File: src/rtl/id_remap_pkg.sv
// Shared constants, types and helpers for the source-to-destination ID remapper.
// No ports; imported by id_inflight_ctr and id_remap_tracker.
package id_remap_pkg;

  localparam int SRC_W_D   = 5;
  localparam int DST_W_D   = 5;
  localparam int NUM_DST_D = 17;
  localparam int CNT_W_D   = 3;

  typedef logic [SRC_W_D-1:0] src_id_t;
  typedef logic [DST_W_D-1:0] dst_id_t;
  typedef logic [CNT_W_D-1:0] cnt_t;

  // Identity map for legal destinations, zero for the rest.
  function automatic int reset_map_entry(
    input int i,
    input int num_dst = NUM_DST_D
  );
    return (i < num_dst) ? i : 0;
  endfunction

endpackage

File: src/rtl/id_inflight_ctr.sv
// In-flight counter for one destination ID: saturating up/down.
// Ports: clk, rst, inc, dec in; full, zero, underflow out.
module id_inflight_ctr
  import id_remap_pkg::*;
#(
  parameter int CNT_W = CNT_W_D
) (
  input  logic clk,
  input  logic rst,
  input  logic inc,
  input  logic dec,
  output logic full,
  output logic zero,
  output logic underflow
);

  logic [CNT_W-1:0] cnt;
  logic             dec_ok;
  logic             inc_ok;

  assign full      = &cnt;
  assign zero      = (cnt == '0);
  assign underflow = dec && zero;

  // A retire against an empty counter is ignored and flagged.
  assign dec_ok = dec && !zero;
  assign inc_ok = inc && !full;

  always_ff @(posedge clk) begin
    if (rst) begin
      cnt <= '0;
    end else if (inc_ok && !dec_ok) begin
      cnt <= cnt + 1'b1;
    end else if (dec_ok && !inc_ok) begin
      cnt <= cnt - 1'b1;
    end
  end

endmodule

File: src/rtl/id_remap_tracker.sv
// Remaps source IDs to destination IDs and tracks in-flight counts per dest.
// Ports: cfg_* table write, req_* in, out_* translated, rsp_* retire, err.
// Macro ID_REMAP_OUT_REG_EN adds a registered output stage (1-cycle latency).
module id_remap_tracker
  import id_remap_pkg::*;
#(
  parameter int SRC_W   = SRC_W_D,
  parameter int DST_W   = DST_W_D,
  parameter int NUM_DST = NUM_DST_D,
  parameter int CNT_W   = CNT_W_D
) (
  input  logic               clk,
  input  logic               rst,
  input  logic               cfg_we,
  input  logic [SRC_W-1:0]   cfg_idx,
  input  logic [DST_W-1:0]   cfg_data,
  input  logic               req_valid,
  output logic               req_ready,
  input  logic [SRC_W-1:0]   req_src,
  output logic               out_valid,
  input  logic               out_ready,
  output logic [DST_W-1:0]   out_id,
  output logic [NUM_DST-1:0] out_onehot,
  input  logic               rsp_valid,
  input  logic [DST_W-1:0]   rsp_id,
  output logic               inflight_any,
  output logic               err
);

  localparam int NUM_SRC = 2 ** SRC_W;
  localparam int DST_N   = 2 ** DST_W;
  localparam logic [DST_W:0] NUM_DST_V = NUM_DST[DST_W:0];
  localparam logic [NUM_DST-1:0] ONE = {{(NUM_DST-1){1'b0}}, 1'b1};

  logic [DST_W-1:0]   map_q [NUM_SRC];
  logic [DST_W-1:0]   d;
  logic               stall;
  logic               accept;
  logic [NUM_DST-1:0] inc;
  logic [NUM_DST-1:0] dec;
  logic [NUM_DST-1:0] full;
  logic [NUM_DST-1:0] zero;
  logic [NUM_DST-1:0] uflow;
  logic [DST_N-1:0]   full_ext;
  logic               cfg_bad;
  logic               rsp_bad;

  assign d        = map_q[req_src];
  assign full_ext = DST_N'(full);
  // Stall uses the pre-update count, even with a same-cycle retire.
  assign stall    = full_ext[d];
  assign accept   = req_valid && req_ready;

  assign cfg_bad = cfg_we && ({1'b0, cfg_data} >= NUM_DST_V);
  assign rsp_bad = rsp_valid &&
                   (({1'b0, rsp_id} >= NUM_DST_V) || (|uflow));

  always_ff @(posedge clk) begin
    if (rst) begin
      for (int i = 0; i < NUM_SRC; i++) begin
        map_q[i] <= DST_W'(reset_map_entry(i, NUM_DST));
      end
    end else if (cfg_we && !cfg_bad) begin
      map_q[cfg_idx] <= cfg_data;
    end
  end

  always_ff @(posedge clk) begin
    if (rst) begin
      err <= 1'b0;
    end else if (cfg_bad || rsp_bad) begin
      err <= 1'b1;
    end
  end

  for (genvar i = 0; i < NUM_DST; i++) begin : g_ctr
    assign inc[i] = accept && (d == DST_W'(i));
    assign dec[i] = rsp_valid && (rsp_id == DST_W'(i));

    id_inflight_ctr #(
      .CNT_W(CNT_W)
    ) u_ctr (
      .clk      (clk),
      .rst      (rst),
      .inc      (inc[i]),
      .dec      (dec[i]),
      .full     (full[i]),
      .zero     (zero[i]),
      .underflow(uflow[i])
    );
  end

  assign inflight_any = ~&zero;

`ifdef ID_REMAP_OUT_REG_EN
  logic               ov_q;
  logic [DST_W-1:0]   oid_q;
  logic [NUM_DST-1:0] ooh_q;

  assign req_ready  = !stall && (!ov_q || out_ready);
  assign out_valid  = ov_q;
  assign out_id     = oid_q;
  assign out_onehot = ooh_q;

  always_ff @(posedge clk) begin
    if (rst) begin
      ov_q  <= 1'b0;
      oid_q <= '0;
      ooh_q <= '0;
    end else if (accept) begin
      ov_q  <= 1'b1;
      oid_q <= d;
      ooh_q <= ONE << d;
    end else if (out_ready) begin
      ov_q  <= 1'b0;
    end
  end
`else
  assign req_ready  = out_ready && !stall;
  assign out_valid  = req_valid && !stall;
  assign out_id     = d;
  assign out_onehot = ONE << d;
`endif

endmodule
File: config.mk
export PLATFORM = sky130hd
export DESIGN_NAME = id_remap_tracker
export DESIGN_NICKNAME = d
export VERILOG_FILES = /design/src/rtl/id_remap_pkg.sv /design/src/rtl/id_inflight_ctr.sv /design/src/rtl/id_remap_tracker.sv
export SDC_FILE = /design/constraint.sdc
export NUM_CORES = 1
export LEC_CHECK = 0
export ABC_AREA = 0
export BUFFER_PORTS_ARGS = -buffer_cell sky130_fd_sc_hd__buf_2
export CORE_UTILIZATION = 49
export CTS_BUF_LIST = sky130_fd_sc_hd__clkbuf_4
export DETAILED_ROUTE_END_ITERATION = 12
export PLACE_DENSITY = 0.66
export SETUP_SLACK_MARGIN = 0.5
export SYNTH_ARGS = -nofsm -noshare
export SYNTH_HDL_FRONTEND = slang
export SYNTH_SLANG_ARGS = --single-unit
File: constraint.sdc
create_clock -name clk -period 7.5 [get_ports clk]
set_clock_uncertainty 0.15 [all_clocks]
set_input_delay 0.375 -clock clk [delete_from_list [all_inputs] [get_ports clk]]
set_output_delay 0.375 -clock clk [all_outputs]
set_load 0.02 [all_outputs]
==> metrics, run 1 <==
Worst Path Max Fanout=28; Initial Utilization=50.2%; global-route usage over all layers=24.3%; synth unique cells=59; Max Clock Freq=231 MHz; endpoint class of the critical path=flop; kind of critical path=input port to flop; H-tree depth=2; Leak=4.87 nW; Area Overhead vs Synth=10.8%; worst path required time=7.94 ns; Synth warnings=0; vias in the first global route=7942; die height=155 um; Worst EP arrival=4.78 ns; # clock sinks=212; CTS tree=yes; final worst path period need=4.33 ns; GR Overflow Total=0; Antenna Violating Nets Remaining=0; Max Cap Viol=0; DR vias/cell=5.76; largest net degree at the start of global routing=54; pwr dens=219 nW/um2; CTS root buf=clkbuf_4; setup bufs post-CTS=0; number of nets in the layout=1102; Final GP Congestion=1.00; wire per inst=20.2 um; synthesized area=11400 um2; Post-Synthesis Cells=978; die width=155 um; core box area=22700 um2; Routed WL=27800 um; Net Count, Synth=1038; final core utilization=55.6%; RSZ-0062 raised after global routing=false; Post-synth ARST share=0%; DIE AREA=23900 um2; first-pass GRT wire length=44000 um; setup TNS=0 ns; HPWL after DPL=18700 um; final setup violation count=0; Seq/Total Area, Yosys=51.3%; pins over their slew limit=0; outcome=complete, no violations; initial antenna violation count=3; Min-Delay Path Class=input port to flop; Ports=52; DR vias=7937; Final Non-Filler Cells=1377; Num CTS Buffers=57; CTS max path bufs=3; clk slew on worst S/H paths=0.07 ns; slew margin rel.=32.6%; Final Hold Fails=0; Port Buf Inserts=51; 1st-pass router iterations=7; crit path launch type=input port; Final Cycle Share=57.8%; Post-synth top flop=edfxtp_1; FP Rows=55; Design Power=0.00276 W; Avg Cell Area, Syn=11.7 um2; 1st-iter DRT viols=618; placed cells=1266; Slew @ Worst Pin=1.01 ns; Clock Latency Late Sink=0.71 ns; worst vdd ir=0.154 mV; number of enable flip-flop cells after synthesis=160; layout cells sized above 1=19.9%; number of remaining DRC errors=0; register bit total from synthesis=212; Fill cells=1934
[cells by family (layout without fill, tap and decap cells)]
group                      Yosys count  in the layout  synth area share (%)
other                                0              2                     0
buffers and inverters               73            185                  2.91
muxes                               86             86                  11.3
adders and majority gates           34             34                  4.85
xor gates and xnor gates            34             34                  2.61
DFF                                212            212                  51.3
and+or+nand+nor                    464            464                  22.9
AOI/OAI and AO/OA                   75             75                  4.15
[flip-flops by register name, indices dropped and copies added (netlist names)]
name	cells
err	1
g_ctr.u_ctr.cnt	51
map_q	160
[repair_timing]
item	4_1_cts	5_1_grt
endpoints found under the hold margin	1	0
gates resized for setup	0	0
endpoints found under the setup margin	0	0
hold buffers	2	0
[stage by stage]
| step | hold WS, ns | instance area, um2 | setup slack [ns] |
|---|---|---|---|
| 2_1_floorplan | 0.312 | 11400 | 3.41 |
| 3_3_place_gp | 0.308 | 11800 | 2.63 |
| 3_5_place_dp | 0.319 | 11800 | 2.46 |
| 4_1_cts | 0.112 | 12600 | 3.20 |
| 5_1_grt | 0.110 | 12600 | 2.97 |
| 6_report | 0.118 | 12600 | 3.17 |
[layout by cell type, fill, tap and decap left out, types with 21 or more instances in the layout]
master,count
edfxtp_1,160
and2_1,130
nor2_1,93
clkbuf_4,88
or3_1,58
mux2i_1,52
dfxtp_1,52
buf_2,51
xor2_1,34
or2_2,32
nand2_1,31
a21oi_1,26
nand3_1,25
nor3_1,22
o21ai_0,21
[report_power, final]
group | switching (W) | total, W | internal, W
registers | 0.0000228 | 0.00133 | 0.00131
clock network | 0.000490 | 0.00113 | 0.000639
logic | 0.000194 | 0.000300 | 0.000106
total | 0.000707 | 0.00276 | 0.00205
[layout make-up]
type                            count  area (um2)  share of cell area, %
Tap cell                          285         357                   2.82
Clock inverter                     19         156                   1.24
Sequential cell                   212        5850                   46.3
Timing Repair Buffer               56         298                   2.36
Clock buffer                       88         661                   5.23
Antenna cell                        2        5.00                 0.0396
Inverter                           22        82.6                  0.654
Multi-Input combinational cell    693        5230                   41.4
[synth_stat cells, drive strengths merged (12+ instances only)]
cell type	instances	area share (%)
a21oi	26	1.1
and2	130	7.1
buf	13	0.93
clkbuf	38	1.3
dfxtp	52	9.1
edfxtp	160	42
fa	17	3.0
ha	17	1.9
inv	22	0.72
mux2i	53	4.7
mux4	30	6.3
nand2	32	1.1
nand3	25	1.1
nand3b	12	0.79
nor2	94	3.2
nor3	26	1.3
o21ai	21	0.92
or2	32	1.8
or3	59	3.3
xor2	34	2.6
[final timing paths]
check                        startpoint                endpoint  slack [ns]  cells after the start
setup / recovery             req_src[1]  g_ctr[16].u_ctr.cnt[2]        3.17                     13
hold / removal                      rst  g_ctr[10].u_ctr.cnt[0]        0.12                      2
setup reg to reg           map_q[13][4]  g_ctr[15].u_ctr.cnt[2]        3.35                     12
hold reg to reg   g_ctr[4].u_ctr.cnt[2]   g_ctr[4].u_ctr.cnt[2]        0.35                      2
[worst max-delay path, cell delays in order]
cell and delay (ns):
buf_2 0.40, buf_4 0.47, mux4_2 0.56, mux4_2 0.51, mux2i_2 0.43, nand4_1 0.36
nor3b_1 0.30, ha_1 0.21, inv_1 0.07, fa_1 0.43, xor2_1 0.18, or3_1 0.31
a21oi_1 0.14
[per-layer routing]
layer | up-vias | track usage [%] | wire length [um]
li1 | 3720 | - | -
met1 | 3823 | 31.6 | 11500
met2 | 312 | 39.7 | 13100
met3 | 78 | 4.54 | 2030
met4 | 4 | 11.3 | 1100
met5 | - | 0 | 27
No activity file was read; power rests on OpenSTA's default activity.
==> run 2: changes to the inputs <==
- PLACE_DENSITY: 0.66 -> 0.68
- clock period: 7.5 -> 3.7 ns (I/O delays scaled with it)
==> metrics, run 2 (synthesis gave the netlist of run 1 again) <==
outcome=finished, violations left; violated checks=negative setup slack; DR vias/cell=5.69; pins over their slew limit=0; Clock Latency Late Sink=0.70 ns; Worst EP arrival=4.29 ns; Final Cycle Share=104%; Min-Delay Path Class=input port to flop; worst vdd ir=0.245 mV; DIE AREA=23900 um2; wire per inst=20.4 um; FP Rows=55; Final GP Congestion=0.923; Leak=5.51 nW; endpoint class of the critical path=flop; R2R Path End=g_ctr[0].u_ctr.cnt[2]; Fill cells=1768; largest net degree at the start of global routing=85; post-layout instance area=14300 um2; RSZ-0062 raised after global routing=true; number of remaining DRC errors=0; H-tree depth=2; reg2reg start=map_q[13][4]; crit path launch type=flop; DR vias=8483; kind of critical path=flop to flop; initial antenna violation count=2; clk slew on worst S/H paths=0.07 ns; # clock sinks=212; final hold slack=0.0452 ns; core box area=22700 um2; Area Overhead vs Synth=25.0%; worst path required time=4.13 ns; die height=155 um; Antenna Violating Nets Remaining=0; CTS root buf=clkbuf_4; Worst Setup EP=g_ctr[0].u_ctr.cnt[2]; pwr dens=385 nW/um2; 1st-iter DRT viols=477; commonest cells after routing, fill and taps aside=edfxtp_1 (160), and2_1 (130), buf_4 (101); HPWL after DPL=20100 um; Ports=52; CTS tree=yes; setup TNS=-1.59 ns; final setup violation count=26; Max Cap Viol=0; 1st-pass router iterations=6; hold path startpoint=cfg_data[1]; Top Registers=map_q: 160 flops, g_ctr.u_ctr.cnt: 51 flops, err: 1 flops; pre-CTS setup slack=-0.325 ns; Slew @ Worst Pin=1.01 ns; die width=155 um; Largest register FFs=160; Num CTS Buffers=55; number of nets in the layout=1227; FF-to-FF setup slack=-0.16 ns; Initial Utilization=50.2%; FF-to-FF path depth=11; commonest non-fill, non-tap cell in the layout=edfxtp_1; Routed WL=30500 um; GR Overflow Total=0; Worst Path Max Fanout=5; vias in the first global route=8489; Max Clock Freq=259 MHz; Multi-input gate area=5800 um2; global-route usage over all layers=25.5%; Register Area=5850 um2; Setup crit start=map_q[13][4]; placed instance area=12500 um2; final worst slack=-0.159 ns; Final Hold Fails=0; Port Buf Inserts=51; slew margin rel.=32.4%; first-pass GRT wire length=45900 um; CTS max path bufs=3; Largest Register=map_q; final worst path period need=3.86 ns; layout cells sized above 1=36.0%
## run 2: final cells by class
cell class / count / share of cell area (%)
tap: 285 / 2.50
timing repair buffer: 183 / 10.6
clock inverter: 23 / 0.728
sequential: 212 / 41.0
multi-input combinational: 693 / 40.7
antenna: 2 / 0.0351
clock buffer: 72 / 3.79
inverter: 22 / 0.614
## run 2: worst min path at each step
stage / to / slack, ns / depth (start not counted)
after floorplan: err / 0.19 / 2
after global placement: err / 0.30 / 3
after detailed placement: err / 0.31 / 3
after CTS: map_q[28][1] / 0.003 / 3
after global routing: map_q[28][1] / 0.02 / 3
final: map_q[28][1] / 0.05 / 3
## run 2: through the flow
stage | util, % | total power, W | cells
detailed placement | 55.2 | 0.00347 | 1349
CTS | 60.5 | 0.00545 | 1473
floorplan | - | 0.00317 | 978
finish | 62.8 | 0.00549 | 1492
global route | 62.8 | 0.00573 | 1492
global placement | 55.2 | 0.00346 | 1349
## run 2: power by group
group          switching, W  internal [W]  total [W]
logic              0.000504      0.000396   0.000900
clock network      0.000968      0.000914    0.00188
registers         0.0000496       0.00266    0.00271
total               0.00152       0.00397    0.00549
## run 2: worst max-delay path: stages (launching register included)
cell	delay (ns)
edfxtp_1	0.43
mux4_2	0.51
mux4_2	0.49
mux2_4	0.34
or3_4	0.46
nor3_2	0.18
ha_2	0.21
inv_2	0.04
fa_2	0.33
xor2_1	0.15
or3_1	0.33
a21oi_2	0.13
## run 2: what timing repair did
item / CTS / global route
buffers inserted: 19 / 17
endpoints found under the hold margin: 28 / 0
hold buffers: 10 / 0
resized for setup: 90 / 93
setup endpoints to repair: 64 / 70
pin swaps: 38 / 50
## run 2: per-layer routing
| metal | vias to the layer above | routed length (um) | track usage (%) |
|---|---|---|---|
| li1 | 3947 | - | - |
| met1 | 4128 | 11900 | 30.3 |
| met2 | 324 | 15600 | 44.9 |
| met3 | 82 | 1860 | 5.27 |
| met4 | 2 | 1160 | 10.8 |
| met5 | - | 11 | 0 |
==> run 3: changes to the inputs <==
- SYNTH_HIERARCHICAL: default -> 1
==> metrics, run 3 <==
pre-CTS setup slack=-0.758 ns; RSZ-0062 raised after global routing=true; Min-Delay Path Class=input port to flop; R2R Path End=g_ctr[16].u_ctr/cnt[2]; 1st-pass router iterations=5; Hold Path Cell Cnt=6; met2 usage=46.9%; core box area=24400 um2; Antenna Violating Nets Remaining=0; number of nets in the layout=1433; wire per inst=19.5 um; commonest non-fill, non-tap cell in the layout=edfxtp_1; hold endpoint=g_ctr[2].u_ctr/cnt[1]; number of enable flip-flop cells after synthesis=160; first-pass GRT wire length=53700 um; Ports=52; final worst slack=-0.554 ns; FP Rows=57; FF-to-FF path depth=19; reg2reg start=map_q[27][1]; DR vias=9791; vias in the first global route=9917; Area Overhead vs Synth=24.1%; CTS max path bufs=3; Largest Register=map_q; CTS tree=yes; worst path required time=4.15 ns; Num CTS Buffers=57; largest net degree at the start of global routing=51; worst vdd ir=0.312 mV; # clock sinks=212; Worst EP arrival=4.71 ns; CTS root buf=clkbuf_4; Synth warnings=6; Final GP Congestion=0.948; Post-synth top flop=edfxtp_1; Switching Share=28.5%; clock share of power=35.0%; Seq/Total Area, Yosys=47.7%; pins over their slew limit=0; top cell type's share of synthesized area=39.2%; Slew @ Worst Pin=0.729 ns; placed cells=1613; Max Cap Viol=0; number of remaining DRC errors=0; final worst path period need=4.25 ns; layout cells sized above 1=31.2%; violated checks=negative setup slack; synth top area cells=edfxtp_1 (39%), dfxtp_1 (8.5%), and2_1 (7.5%); Worst Path Max Fanout=5; kind of critical path=flop to flop; sequential share of power=47.5%; met1 usage=33.0%; cell with the most instances after synthesis=edfxtp_1; cell internal pwr=0.00409 W; Avg Cell Area, Syn=10.6 um2; DR vias/cell=5.62; Clock Latency Late Sink=0.70 ns; Routed WL=34000 um; Setup crit start=map_q[27][1]; 1st-iter DRT viols=747; die height=160 um; hold path startpoint=rsp_id[2]; outcome=finished, violations left; Net Count, Synth=1212; FF-to-FF setup slack=-0.55 ns; endpoint class of the critical path=flop; commonest cells after routing, fill and taps aside=edfxtp_1 (160), and2_1 (146), buf_4 (131); HPWL after DPL=24400 um; H-tree depth=2; final setup violation count=58; Post-Synthesis Cells=1152; Final Hold Fails=0; synthesized area=12200 um2; register bit total from synthesis=212; Synth area leader=edfxtp_1; Max Clock Freq=235 MHz; Top Registers=map_q: 160 flops, g_ctr.u_ctr/cnt: 51 flops, err: 1 flops; slew margin rel.=51.4%; crit path launch type=flop; Comb power frac=17.5%; Largest register FFs=160; initial antenna violation count=1; clk slew on worst S/H paths=0.06 ns; Post-synth ARST share=0%; Final Cycle Share=115%; Commonest cells post-synth=edfxtp_1 (160), and2_1 (146), nor2_1 (125); M3 GR Usage=4.73%; Port Buf Inserts=51; DIE AREA=25600 um2; Leak=6.03 nW; Final Non-Filler Cells=1743; global-route usage over all layers=27.1%; GR peak layer=met2; GR Overflow Total=0; setup TNS=-17.69 ns; Initial Utilization=50.2%; switching pwr=0.00163 W; pwr dens=376 nW/um2; die width=160 um; synth unique cells=61
-- run 3: cell count changes in the layout (fill, tap and decap cells not counted), sizes merged, moves of 16 or more --
cell,delta
and2,+16
nor2,+31
nand2b,+30
nor3,+23
buf,+30
-- run 3: metrics by stage --
step / hold slack (ns) / instance area [um2] / total power [W] / util [%]
detailed placement: 0.341 / 13800 / 0.00364 / 56.7
global placement: 0.329 / 13800 / 0.00362 / 56.7
CTS: 0.0139 / 15100 / 0.00575 / 62.1
global route: 0.0621 / 15200 / 0.00597 / 62.3
finish: 0.0700 / 15200 / 0.00572 / 62.3
floorplan: 0.104 / 12300 / 0.00326 / -
-- run 3: cell families after synthesis --
kind of cell / count (synthesis) / synth area share, %
buffers and inverters: 82 / 3.01
muxes: 87 / 9.96
DFF: 212 / 47.7
adders and majority gates: 34 / 4.52
and+or+nand+nor: 583 / 26.0
AOI/OAI and AO/OA: 120 / 6.35
xor gates and xnor gates: 34 / 2.43
-- run 3: power by group through the flow --
stage | combinational (W) | clock, W | sequential [W]
after CTS | 0.000970 | 0.00206 | 0.00272
after global placement | 0.000855 | 0 | 0.00276
after global routing | 0.00107 | 0.00218 | 0.00273
after detailed placement | 0.000868 | 0 | 0.00277
final | 0.000999 | 0.00200 | 0.00272
after floorplan | 0.000516 | 0 | 0.00274
-- run 3: timing repair --
action / in CTS / in global routing
gates resized for setup: 118 / 7
setup endpoints to repair: 71 / 73
hold endpoints to repair: 61 / 0
hold buffers: 12 / 0
pin swaps: 21 / 1
buffers inserted: 10 / 3
-- run 3: how the worst max path moves through the flow --
stage	to	slack, ns	cells after the start
after floorplan	g_ctr[10].u_ctr/cnt[2]	-0.15	17
after global placement	g_ctr[3].u_ctr/cnt[2]	-0.65	19
after detailed placement	g_ctr[3].u_ctr/cnt[2]	-0.76	19
after CTS	g_ctr[14].u_ctr/cnt[2]	-0.47	15
after global routing	g_ctr[16].u_ctr/cnt[2]	-0.67	19
final	g_ctr[16].u_ctr/cnt[2]	-0.55	19
-- run 3: worst max-delay path, stage by stage, from the launching register on --
cell and delay [ns]:
edfxtp_1 0.38, mux4_2 0.50, mux4_2 0.55, mux2i_4 0.26, buf_4 0.16, buf_6 0.10, buf_4 0.10, buf_6 0.08
buf_6 0.09, buf_6 0.10, nand3_4 0.07, nor4_2 0.24, buf_4 0.15, nor2b_4 0.15, ha_4 0.14, inv_2 0.03
fa_2 0.32, xor2_1 0.15, or3_1 0.30, a21oi_1 0.13
-- run 3: metal layers --
metal | vias to the layer above | routed length [um]
li1 | 4640 | -
met1 | 4786 | 13800
met2 | 294 | 17400
met3 | 71 | 1650
met4 | 0 | 1170
met5 | - | 0
-- run 3: area by class of cell --
cell class | count | area (um2)
fill | 2050 | 9190
multi-input combinational | 858 | 6430
sequential | 212 | 5850
timing repair buffer | 215 | 1710
clock buffer | 78 | 586
tap | 324 | 405
clock inverter | 26 | 115
inverter | 29 | 114
antenna | 1 | 2.50
